## config.mk

```make
export PLATFORM = sky130hd
export DESIGN_NAME = fb_shift_reg_gen
export DESIGN_NICKNAME = d
export VERILOG_FILES = /design/src/rtl/fb_shift_reg_gen.sv
export SDC_FILE = /design/constraint.sdc
export NUM_CORES = 1
export LEC_CHECK = 0
export ABC_AREA = 1
export BUFFER_PORTS_ARGS = -buffer_cell sky130_fd_sc_hd__buf_4
export CORE_UTILIZATION = 45
export DETAILED_ROUTE_END_ITERATION = 8
export PLACE_DENSITY = 0.77
export SYNTH_ARGS = -nofsm -noshare
export SYNTH_HDL_FRONTEND = slang
export SYNTH_SLANG_ARGS = --single-unit
```

## constraint.sdc

```tcl
create_clock -name clk -period 3.4 [get_ports clk]
set_input_delay 0.17 -clock clk [delete_from_list [all_inputs] [get_ports clk]]
set_output_delay 0.17 -clock clk [all_outputs]
set_load 0.01 [all_outputs]
```

## src/rtl/fb_shift_reg_gen.sv

```systemverilog
// Feedback shift register with run-time selectable feedback mode
// (Fibonacci LFSR, Galois LFSR, ring, Johnson), parallel seed load,
// all-zero lock-up recovery for the LFSR modes and period measurement
// against the last seeded reference value.
//
// mode | meaning
// -----+---------------------------------------------
//  0   | Fibonacci LFSR, feedback = parity(out & TAPS)
//  1   | Galois LFSR, shift right, xor TAPS when lsb=1
//  2   | ring (rotate left), all-zero simply holds
//  3   | Johnson (rotate left with inverted msb)
module fb_shift_reg_gen #(
    parameter int               WIDTH = 8,
    parameter logic [WIDTH-1:0] TAPS  = 8'hB8,
    parameter logic [WIDTH-1:0] SEED  = 8'h01
) (
    input  logic             clk,
    input  logic             rst,
    input  logic             en,
    input  logic             load,
    input  logic [WIDTH-1:0] seed_in,
    input  logic [1:0]       mode,
    output logic [WIDTH-1:0] out,
    output logic             lockup,
    output logic             wrap,
    output logic [WIDTH-1:0] period
);

    localparam logic [1:0]       MODE_FIB  = 2'd0;
    localparam logic [1:0]       MODE_GAL  = 2'd1;
    localparam logic [1:0]       MODE_RING = 2'd2;
    localparam logic [1:0]       MODE_JOHN = 2'd3;
    localparam logic [WIDTH-1:0] ALL_ONES  = '1;

    logic [WIDTH-1:0] ref_q;
    logic [WIDTH-1:0] cnt_q;
    logic [WIDTH-1:0] step_val;
    logic [WIDTH-1:0] nxt;
    logic [WIDTH-1:0] cnt_inc;

    // All-zero is a dead state only for the two LFSR modes.
    assign lockup = (mode == MODE_FIB || mode == MODE_GAL) && (out == '0);

    // Next state for one step in the selected mode, with lock-up recovery.
    always_comb begin
        step_val = out;
        case (mode)
            MODE_FIB:  step_val = {out[WIDTH-2:0], ^(out & TAPS)};
            MODE_GAL:  step_val = (out >> 1) ^ (out[0] ? TAPS : '0);
            MODE_RING: step_val = {out[WIDTH-2:0], out[WIDTH-1]};
            MODE_JOHN: step_val = {out[WIDTH-2:0], ~out[WIDTH-1]};
            default:   step_val = out;
        endcase
        nxt = lockup ? SEED : step_val;
    end

    // Saturating step counter increment, shared by cnt and period updates.
    always_comb begin
        cnt_inc = (cnt_q == ALL_ONES) ? ALL_ONES : cnt_q + 1'b1;
    end

    // State, reference, period measurement and wrap pulse.
    always_ff @(posedge clk) begin
        if (!rst) begin
            out    <= SEED;
            ref_q  <= SEED;
            cnt_q  <= '0;
            period <= '0;
            wrap   <= 1'b0;
        end else if (load) begin
            out   <= seed_in;
            ref_q <= seed_in;
            cnt_q <= '0;
            wrap  <= 1'b0;
        end else if (en) begin
            out <= nxt;
            if (nxt == ref_q) begin
                period <= cnt_inc;
                cnt_q  <= '0;
                wrap   <= 1'b1;
            end else begin
                cnt_q <= cnt_inc;
                wrap  <= 1'b0;
            end
        end else begin
            wrap <= 1'b0;
        end
    end

endmodule

```

==> impl_metrics.ini, run 1 <==
[floorplan]
die_x_um = 67.9
ioPinCount = 32
rows = 23
die_area_um2 = 4620
core_area_um2 = 4090
fp.dieH_um = 67.9
start_util_pct = 47.9

[worst_setup_path]
rr_startpoint = out[4]
slowest_delay_ps = 390
cp-start-kind = flip-flop
crit_path_top_delay_cell = dfxtp_1
worstPathRequired_ps = 3620
path_class = flip-flop to flip-flop
path_cells = inv_1, ha_1, inv_1, nand2_1, nand2_1, nand2_1, nand3_1, nand2_1, nand2_1, nand2_1, nor2_8, nand3_4, nand2_1, inv_1, nor2_1
end_kind = flip-flop
rr_endpoint = period[3]
cp.arrival_ps = 2240
crit_fanout = 10
reg2reg_depth = 15
timing.reg2reg.setup_slack_ps = 1380
crit_top_cell = nand2_1

[clock_network]
clock-sinks = 33
clk_latency_ps = 290
cts_buffers = 5
htreeDepth = 2
path_clk_slew_ps = 70
root_buffer = clkbuf_8
cts_resized = 0
cts_tree = done
postCtsSetupBuffers = 0
clock_path_buffers = 2
holdBufCountCts = 0

[global_routing]
first_global_vias = 1851
overflow = 0
grt_pass1_wl_um = 8000
track_usage_pct = 23.0
grt_max_degree = 18
antenna_found_initial = 0

[hold_path]
min_path_cells = 3
hold_path.class = primary input to flip-flop
min_to = ref_q[0]
hold_start = seed_in[0]

[synthesis]
syn_area_per_cell_um2 = 6.46
seq_area_frac_synth_pct = 33.8
synth_top_area_share_pct = 33.8
synthCells = 303
yosys_warnings = 0
synthTopCellsByArea = dfxtp_1 (34%), nand2_1 (19%), inv_1 (7.5%)
synth_nets = 319
ys_types = 26
synth_top_area_cell = dfxtp_1
netlist_area_um2 = 1960
ys_ff_latch = 33

[placement]
io_buffers = 31
dp_slack_ps = 1420
dp.cells = 376
post-dp-hpwl_um = 3290
place_congestion = 0.920

[sta]
tightest_slew_ps = 776
setup_slack_ps = 1380
fmax_mhz = 496
finalSetupViolations = 0
period_needed_ps = 2020
min_period_over_period_pct = 59.4
drv_slew = 0
tns_ps = 0
hold_viol = 0
skew_ps = 5.53
rsz0062_at_grt = no
maxSlewHeadroom_pct = 48.2

[pwr]
ir_drop_v = 0.000197
p_per_area_nw_per_um2 = 385
leakagePower_nw = 1.07

[detailed_routing]
dr.pass1.iters = 4
via_per_inst = 5.08
finalWirelength_um = 4610
drtIter0Drc = 119
ant_nets = 0
wl_per_cell_um = 12.0
vias = 1951
drc_errors = 0

[job]
maxCapViolCount = 0

[layout]
final_nets = 349
final_common_cell = nand2_1
final_cell_mix = nand2_1 (100), inv_1 (39), dfxtp_1 (33), nor2_1 (32), buf_4 (31)
area_delta_synth_final_pct = 17.3
finalNonFillerCells = 384
fin_util_pct = 56.2
drive_gt1_share_pct = 17.7
antenna-diode-count = 0

[outcome]
status = finished clean
## state kept, by name (all words and copies together) (netlist names)
signal	cells
out	8
period	8
wrap	1
ref_q	8
cnt_q	8
## how the worst max path moves through the flow
stage / start / end / slack [ps] / cells after the start
floorplan: out[4] / period[0] / 1580 / 15
global placement: out[4] / period[1] / 1460 / 15
detailed placement: out[4] / period[1] / 1420 / 15
CTS: out[4] / period[3] / 1390 / 15
global route: out[4] / period[2] / 1050 / 15
finish: out[4] / period[3] / 1380 / 15
## critical path, delay by kind of cell, from the launching register on
kind / cells / cell delay [ps]
adders and majority gates: 1 / 310
and+or+nand+nor: 11 / 1050
buffers and inverters: 3 / 200
DFF: 1 / 390
## Yosys cell counts
| cell | count |
|---|---|
| nand3_1 | 17 |
| nand3_2 | 4 |
| nand2_4 | 1 |
| buf_6 | 1 |
| or2_2 | 1 |
| nor3_1 | 1 |
| a21oi_1 | 9 |
| nand2_1 | 100 |
| dfxtp_1 | 33 |
| xor2_1 | 5 |
| nand4_1 | 14 |
| nand2_2 | 3 |
| o21ai_2 | 1 |
| inv_2 | 5 |
| nor2_2 | 4 |
| a31oi_1 | 7 |
| xnor2_1 | 1 |
| nand3_4 | 2 |
| o21ai_1 | 1 |
| ha_1 | 2 |
| nor2_1 | 32 |
| nor2_8 | 2 |
| o22ai_1 | 7 |
| inv_1 | 39 |
| o21ai_0 | 4 |
| clkbuf_1 | 7 |
## power breakdown
| group | internal [W] | switching, W | leakage (nW) |
|---|---|---|---|
| registers | 0.000401 | 0.0000156 | 0.269 |
| clock network | 0.000145 | 0.000142 | 0.0395 |
| logic | 0.0000661 | 0.000114 | 0.759 |
## cells by family (layout without fill, tap and decap cells)
group | after synthesis | count (layout) | share of synthesized area (%)
buffers and inverters | 52 | 83 | 10.4
adders and majority gates | 2 | 2 | 1.28
DFF | 33 | 33 | 33.8
xor gates and xnor gates | 6 | 6 | 2.69
and+or+nand+nor | 181 | 181 | 43.4
AOI/OAI and AO/OA | 29 | 29 | 8.50
## layer usage
metal / up-vias / track usage [%] / wire (µm)
met5: - / 0 / 0
met4: 0 / 7.29 / 51
met3: 4 / 5.50 / 292
met2: 46 / 38.5 / 2070
met1: 879 / 28.8 / 2200
li1: 1022 / - / -
## through the flow
| stage | instance area, µm² | hold WS, ps | total power [W] |
|---|---|---|---|
| finish | 2290 | 118 | 0.000884 |
| global placement | 2210 | 410 | 0.000600 |
| CTS | 2290 | 114 | 0.000891 |
| global route | 2290 | 130 | 0.000931 |
| detailed placement | 2210 | 421 | 0.000603 |
| floorplan | 1960 | 309 | 0.000551 |
## final cells by class
class	instances	area (µm²)
clock buffer	8	80.1
fill	397	1790
inverter	44	165
multi-input combinational	218	1090
sequential	33	661
tap	50	62.6
timing repair buffer	31	233
Note: power is estimated with default switching activity, not from simulation.
==> inputs of run 2 (changes only) <==
Settings changed: ABC_AREA 1 to 0.
Clock period 3.4 ns to 2.05 ns, I/O delays scaled along.
==> run 2 against run 1 <==
Against the previous run:
- the flow now finishes with violations (setup timing)
- first-iteration DRC count up 68%
- sequential share of layout area down 4.5 points
- hold slack worse by 90 ps
- clock power rose by 110%
- utilization up 7.1 points
- total power increased by 96%
- sequential cell count is the same
- via count grew 6.6%
- sequential power up 67%
- die area grew 5.4%
- clock-buffer cell count is the same
- area after synthesis up 5.6%
==> impl_metrics.ini, run 2 <==
[outcome]
status = finished with violations
violations = setup timing

[worst_setup_path]
cp.arrival_ps = 2270
reg2reg_depth = 9
path_cells = inv_4, ha_4, xnor3_1, or3_4, and3_4, o211a_4, buf_12, a31oi_2, a311oi_2
slowest_delay_ps = 360
worst-path-buf-inv = 2
rr_endpoint = period[2]
cp-start-kind = flip-flop
end_kind = flip-flop
setup.worst_path.start = out[5]
crit_fanout = 6
worstPathRequired_ps = 2200
path_delay_family = simple AND/OR/NAND/NOR gates
crit_path_top_delay_cell = dfxtp_4
timing.reg2reg.setup_slack_ps = -70
rr_startpoint = out[5]
path_class = flip-flop to flip-flop

[detailed_routing]
via_per_inst = 5.89
wl_per_cell_um = 16.0
finalWirelength_um = 5630
drc_errors = 0
ant_nets = 0
vias = 2079
dr.pass1.iters = 4
drtIter0Drc = 200

[pwr]
ir_drop_v = 0.000428
finalPower_w = 0.00173
p_per_area_nw_per_um2 = 624
leakagePower_nw = 1.07

[placement]
post-dp-hpwl_um = 4080
place_congestion = 0.916
placed_area_um2 = 2560
io_buffers = 31

[clock_network]
clock-sinks = 33
path_clk_slew_ps = 70
root_buffer = clkbuf_8
cts_tree = done
htreeDepth = 2
holdBufCountCts = 0
cts_buffers = 5
clk_latency_ps = 290
clock_path_buffers = 2

[layout]
final_common_cell = buf_4
stdcell_area_um2 = 2770
drive_gt1_share_pct = 34.2
antenna-diode-count = 0
area_delta_synth_final_pct = 34.2
final_cell_mix = buf_4 (57), dfxtp_1 (29), nand2_1 (27), nor2_1 (27)
final_nets = 316

[synthesis]
yosys_warnings = 0
netlist_area_um2 = 2070
synth_top_family_by_area = compound AO/OA/AOI/OAI gates
synth.top_cells.by_count = dfxtp_1 (33), nand2_1 (27), nor2_1 (27)
synth_nets = 268
synth-compound-area-share_pct = 26.6
syn_area_per_cell_um2 = 8.20
ys_ff_latch = 33
synthCells = 252
seq_area_frac_synth_pct = 32.0
synth_top_area_share_pct = 32.0
synthTopCellsByArea = dfxtp_1 (32%), mux2i_1 (5.3%), nand2_1 (4.9%)
synth-simple-area-share_pct = 20.8
synth_top_area_cell = dfxtp_1
synth-main-ff-cell = dfxtp_1
synthMuxAreaShare_pct = 5.88
synthAdderAreaFrac_pct = 1.21
async_flop_share_pct = 0
ys_types = 56
synth_edf_count = 0
synth_xor_xnor_area_share_pct = 6.60
synthMostInstantiatedCell = dfxtp_1

[sta]
drv_slew = 0
hold_viol = 0
rsz0062_at_grt = yes
tightest_slew_ps = 448
finalSetupViolations = 10
skew_ps = 4.78
min_period_over_period_pct = 103
period_needed_ps = 2120
setup_slack_ps = -71.7
maxSlewHeadroom_pct = 70.1
tns_ps = -512
fmax_mhz = 471

[floorplan]
ioPinCount = 32
start_util_pct = 47.1
die_x_um = 69.8
rows = 24
fp.dieH_um = 69.8
core_area_um2 = 4380
die_area_um2 = 4870

[hold_path]
hold_start = seed_in[0]
min_to = out[0]
hold_path.class = primary input to flip-flop
min_path_cells = 3

[global_routing]
track_usage_pct = 23.4
grt_max_degree = 27
first_global_vias = 1899
overflow = 0
grt_pass1_wl_um = 9140
antenna_found_initial = 0

[job]
maxCapViolCount = 0
[run 2: per-stage QoR]
stage / hold slack, ps / cells / setup slack (ps) / utilization [%]
2_1_floorplan: 226 / 252 / -143 / -
3_3_place_gp: 327 / 346 / -70.2 / 58.3
3_5_place_dp: 325 / 346 / -111 / 58.3
4_1_cts: 22.0 / 353 / -67.8 / 62.0
5_1_grt: 24.2 / 353 / -147 / 63.2
6_report: 27.8 / 353 / -71.7 / 63.2
[run 2: worst min-delay path: cells and delay by family]
family / cells / cell delay [ps]
AO/OA/AOI/OAI: 1 / 60
AND/OR/NAND/NOR: 1 / 50
buffers and inverters: 1 / 80
[run 2: kinds of logic after synthesis]
family                   count (synthesis)
AO/OA/AOI/OAI                           71
XOR/XNOR                                14
adder cells (fa/ha/maj)                  2
buffers and inverters                   33
flip-flops                              33
multiplexers                            12
AND/OR/NAND/NOR                         87
[run 2: report_power, final]
group | internal (W) | leakage, nW | total, W | switching (W)
logic | 0.000211 | 0.744 | 0.000436 | 0.000225
registers | 0.000664 | 0.271 | 0.000697 | 0.0000327
clock network | 0.000347 | 0.0566 | 0.000598 | 0.000251
total | 0.00122 | 1.07 | 0.00173 | 0.000509
[run 2: per-layer routing]
metal | global-route usage [%] | wire (µm) | vias to the layer above
met5 | 0 | 0 | -
met4 | 6.00 | 93 | 0
met3 | 4.65 | 359 | 10
met2 | 35.9 | 2570 | 71
met1 | 33.7 | 2620 | 977
li1 | - | - | 1021
[run 2: layout make-up]
type	count	area, µm²
Clock buffer	8	111
Fill cell	375	1610
Inverter	15	58.8
Multi-Input combinational cell	186	1400
Sequential cell	33	673
Tap cell	52	65.1
Timing Repair Buffer	59	459
[run 2: worst max path at each step]
stage	endpoint	slack (ps)	cells past startpoint
after floorplan	period[0]	-140	9
after global placement	wrap	-70	8
after detailed placement	cnt_q[1]	-110	9
after CTS	period[4]	-70	9
after global routing	period[2]	-150	9
final	period[2]	-70	9
[run 2: what timing repair did]
item | in CTS | in global routing
pin swaps | 2 | 7
resized for setup | 11 | 10
setup endpoints to repair | 17 | 17
gates cloned | 0 | 0
setup buffers | 0 | 0
==> inputs of run 3 (changes only) <==
Settings changed: CORE_UTILIZATION 45 to 50, PLACE_DENSITY 0.77 to 0.83.
==> run 3 against run 2 <==
Against the previous run:
- critical path depth down 1
- first-iteration DRC count decreased by 9.5%
- die area is 9.7% lower
- combinational power is 8.0% higher
- utilization rose by 12 points
- highest routed layer unchanged
- non-clock buffer count increased by 10
- routed wire length is 6.9% higher
- maximum frequency is 3.6% lower
- the run still ends with setup timing left
==> impl_metrics.ini, run 3 (same netlist as run 2, synthesis figures left out) <==
[worst_setup_path]
end_kind = flip-flop
rr_startpoint = out[5]
rr_endpoint = period[0]
path_class = flip-flop to flip-flop
setup.worst_path.start = out[5]
crit_top_cell = and3_4
slowest_delay_ps = 360
crit_fanout = 8
path_delay_family = simple AND/OR/NAND/NOR gates
path_cells = inv_4, ha_4, xnor3_1, or3_4, and3_4, o211a_4, and3_4, a311oi_2
reg2reg_depth = 8
crit_path_top_delay_cell = dfxtp_4
worst-path-buf-inv = 1
cp-start-kind = flip-flop
timing.reg2reg.setup_slack_ps = -150
cp.arrival_ps = 2390
worstPathRequired_ps = 2240

[placement]
io_buffers = 31
post-dp-hpwl_um = 4100
dp_slack_ps = -146
place_congestion = 1.02

[hold_path]
hold_path.class = primary input to flip-flop
min_to = out[0]
hold_start = seed_in[0]
min_path_cells = 3

[sta]
tightest_slew_ps = 683
finalSetupViolations = 17
setup_slack_ps = -151
period_needed_ps = 2200
fmax_mhz = 454
maxSlewHeadroom_pct = 53.9
skew_ps = 7.79
rsz0062_at_grt = yes
hold_viol = 0
drv_slew = 0
min_period_over_period_pct = 107

[global_routing]
antenna_found_initial = 0
track_usage_pct = 29.7
grt_pass1_wl_um = 9910
grt_max_degree = 27
overflow = 0
first_global_vias = 2046

[detailed_routing]
ant_nets = 0
finalWirelength_um = 6020
dr.pass1.iters = 4
drtIter0Drc = 181
via_per_inst = 6.15
drc_errors = 0
wl_per_cell_um = 16.8
vias = 2207

[clock_network]
cts_buffers = 5
root_buffer = clkbuf_8
cts_tree = done
clock-sinks = 33
htreeDepth = 2
path_clk_slew_ps = 70
clk_latency_ps = 290
clock_path_buffers = 2

[job]
maxCapViolCount = 0

[outcome]
status = finished with violations
violations = setup timing

[layout]
final_cell_mix = buf_4 (68), dfxtp_1 (30), nor2_1 (27), nand2_1 (26), a21oi_1 (13)
area_delta_synth_final_pct = 37.9
drive_gt1_share_pct = 36.0
fin_util_pct = 75.0
final_nets = 326
final_common_cell = buf_4
antenna-diode-count = 0

[floorplan]
die_x_um = 66.3
ioPinCount = 32
core_area_um2 = 3800
fp.dieH_um = 66.3
die_area_um2 = 4390
start_util_pct = 54.4
rows = 22

[pwr]
ir_drop_v = 0.000412
leakagePower_nw = 1.11
p_per_area_nw_per_um2 = 620
## run 3: changes by cell type in the layout (fill, tap and decap cells not counted), sizes merged
cell / delta
buf: +10
## run 3: metal layers
layer / vias up / GRT usage [%] / part of all wire, %
met2: 108 / 43.9 / 45
met1: 1044 / 43.1 / 45
met3: 12 / 4.83 / 7.4
met4: 0 / 10.4 / 1.6
met5: - / 0 / 0
li1: 1043 / - / -
## run 3: tightest hold or removal path, stage by stage
cell and delay [ps]:
buf_4 70, a21oi_1 60, nand2_1 50
## run 3: power breakdown
group / switching [W] / internal [W] / leakage [nW]
Combinational: 0.000244 / 0.000226 / 0.786
Clock: 0.000252 / 0.000347 / 0.0566
Sequential: 0.0000315 / 0.000664 / 0.271
## run 3: layout make-up
cell class / count / area (µm²)
clock buffers: 8 / 111
fillers: 295 / 950
inverters: 15 / 63.8
multi-input cells: 186 / 1420
flip-flops and latches: 33 / 669
well taps: 48 / 60.1
repair buffers: 69 / 522
## run 3: per-stage QoR
step           total power [W]  cell area [µm²]  hold slack [ps]  cells  setup TNS [ps]
2_1_floorplan         0.000949             2120              226    252            -971
3_3_place_gp           0.00111             2560              323    345            -467
3_5_place_dp           0.00111             2560              325    345            -890
4_1_cts                0.00172             2730             37.0    355            -867
5_1_grt                0.00184             2850             56.7    359           -2750
6_report               0.00177             2850             32.5    359           -1620
## run 3: what timing repair did
| item | 4_1_cts | 5_1_grt |
|---|---|---|
| endpoints found under the setup margin | 15 | 17 |
| hold endpoints to repair | 0 | 0 |
| pin swaps | 5 | 5 |
| buffers inserted | 2 | 4 |
| hold buffers | 0 | 0 |
| resized for setup | 8 | 14 |
## run 3: worst max path at each step
stage	endpoint	slack [ps]	cells after the start
finish	period[0]	-150	8
global route	cnt_q[5]	-230	9
CTS	wrap	-110	8
detailed placement	wrap	-150	8
global placement	wrap	-80	8
floorplan	period[0]	-140	9
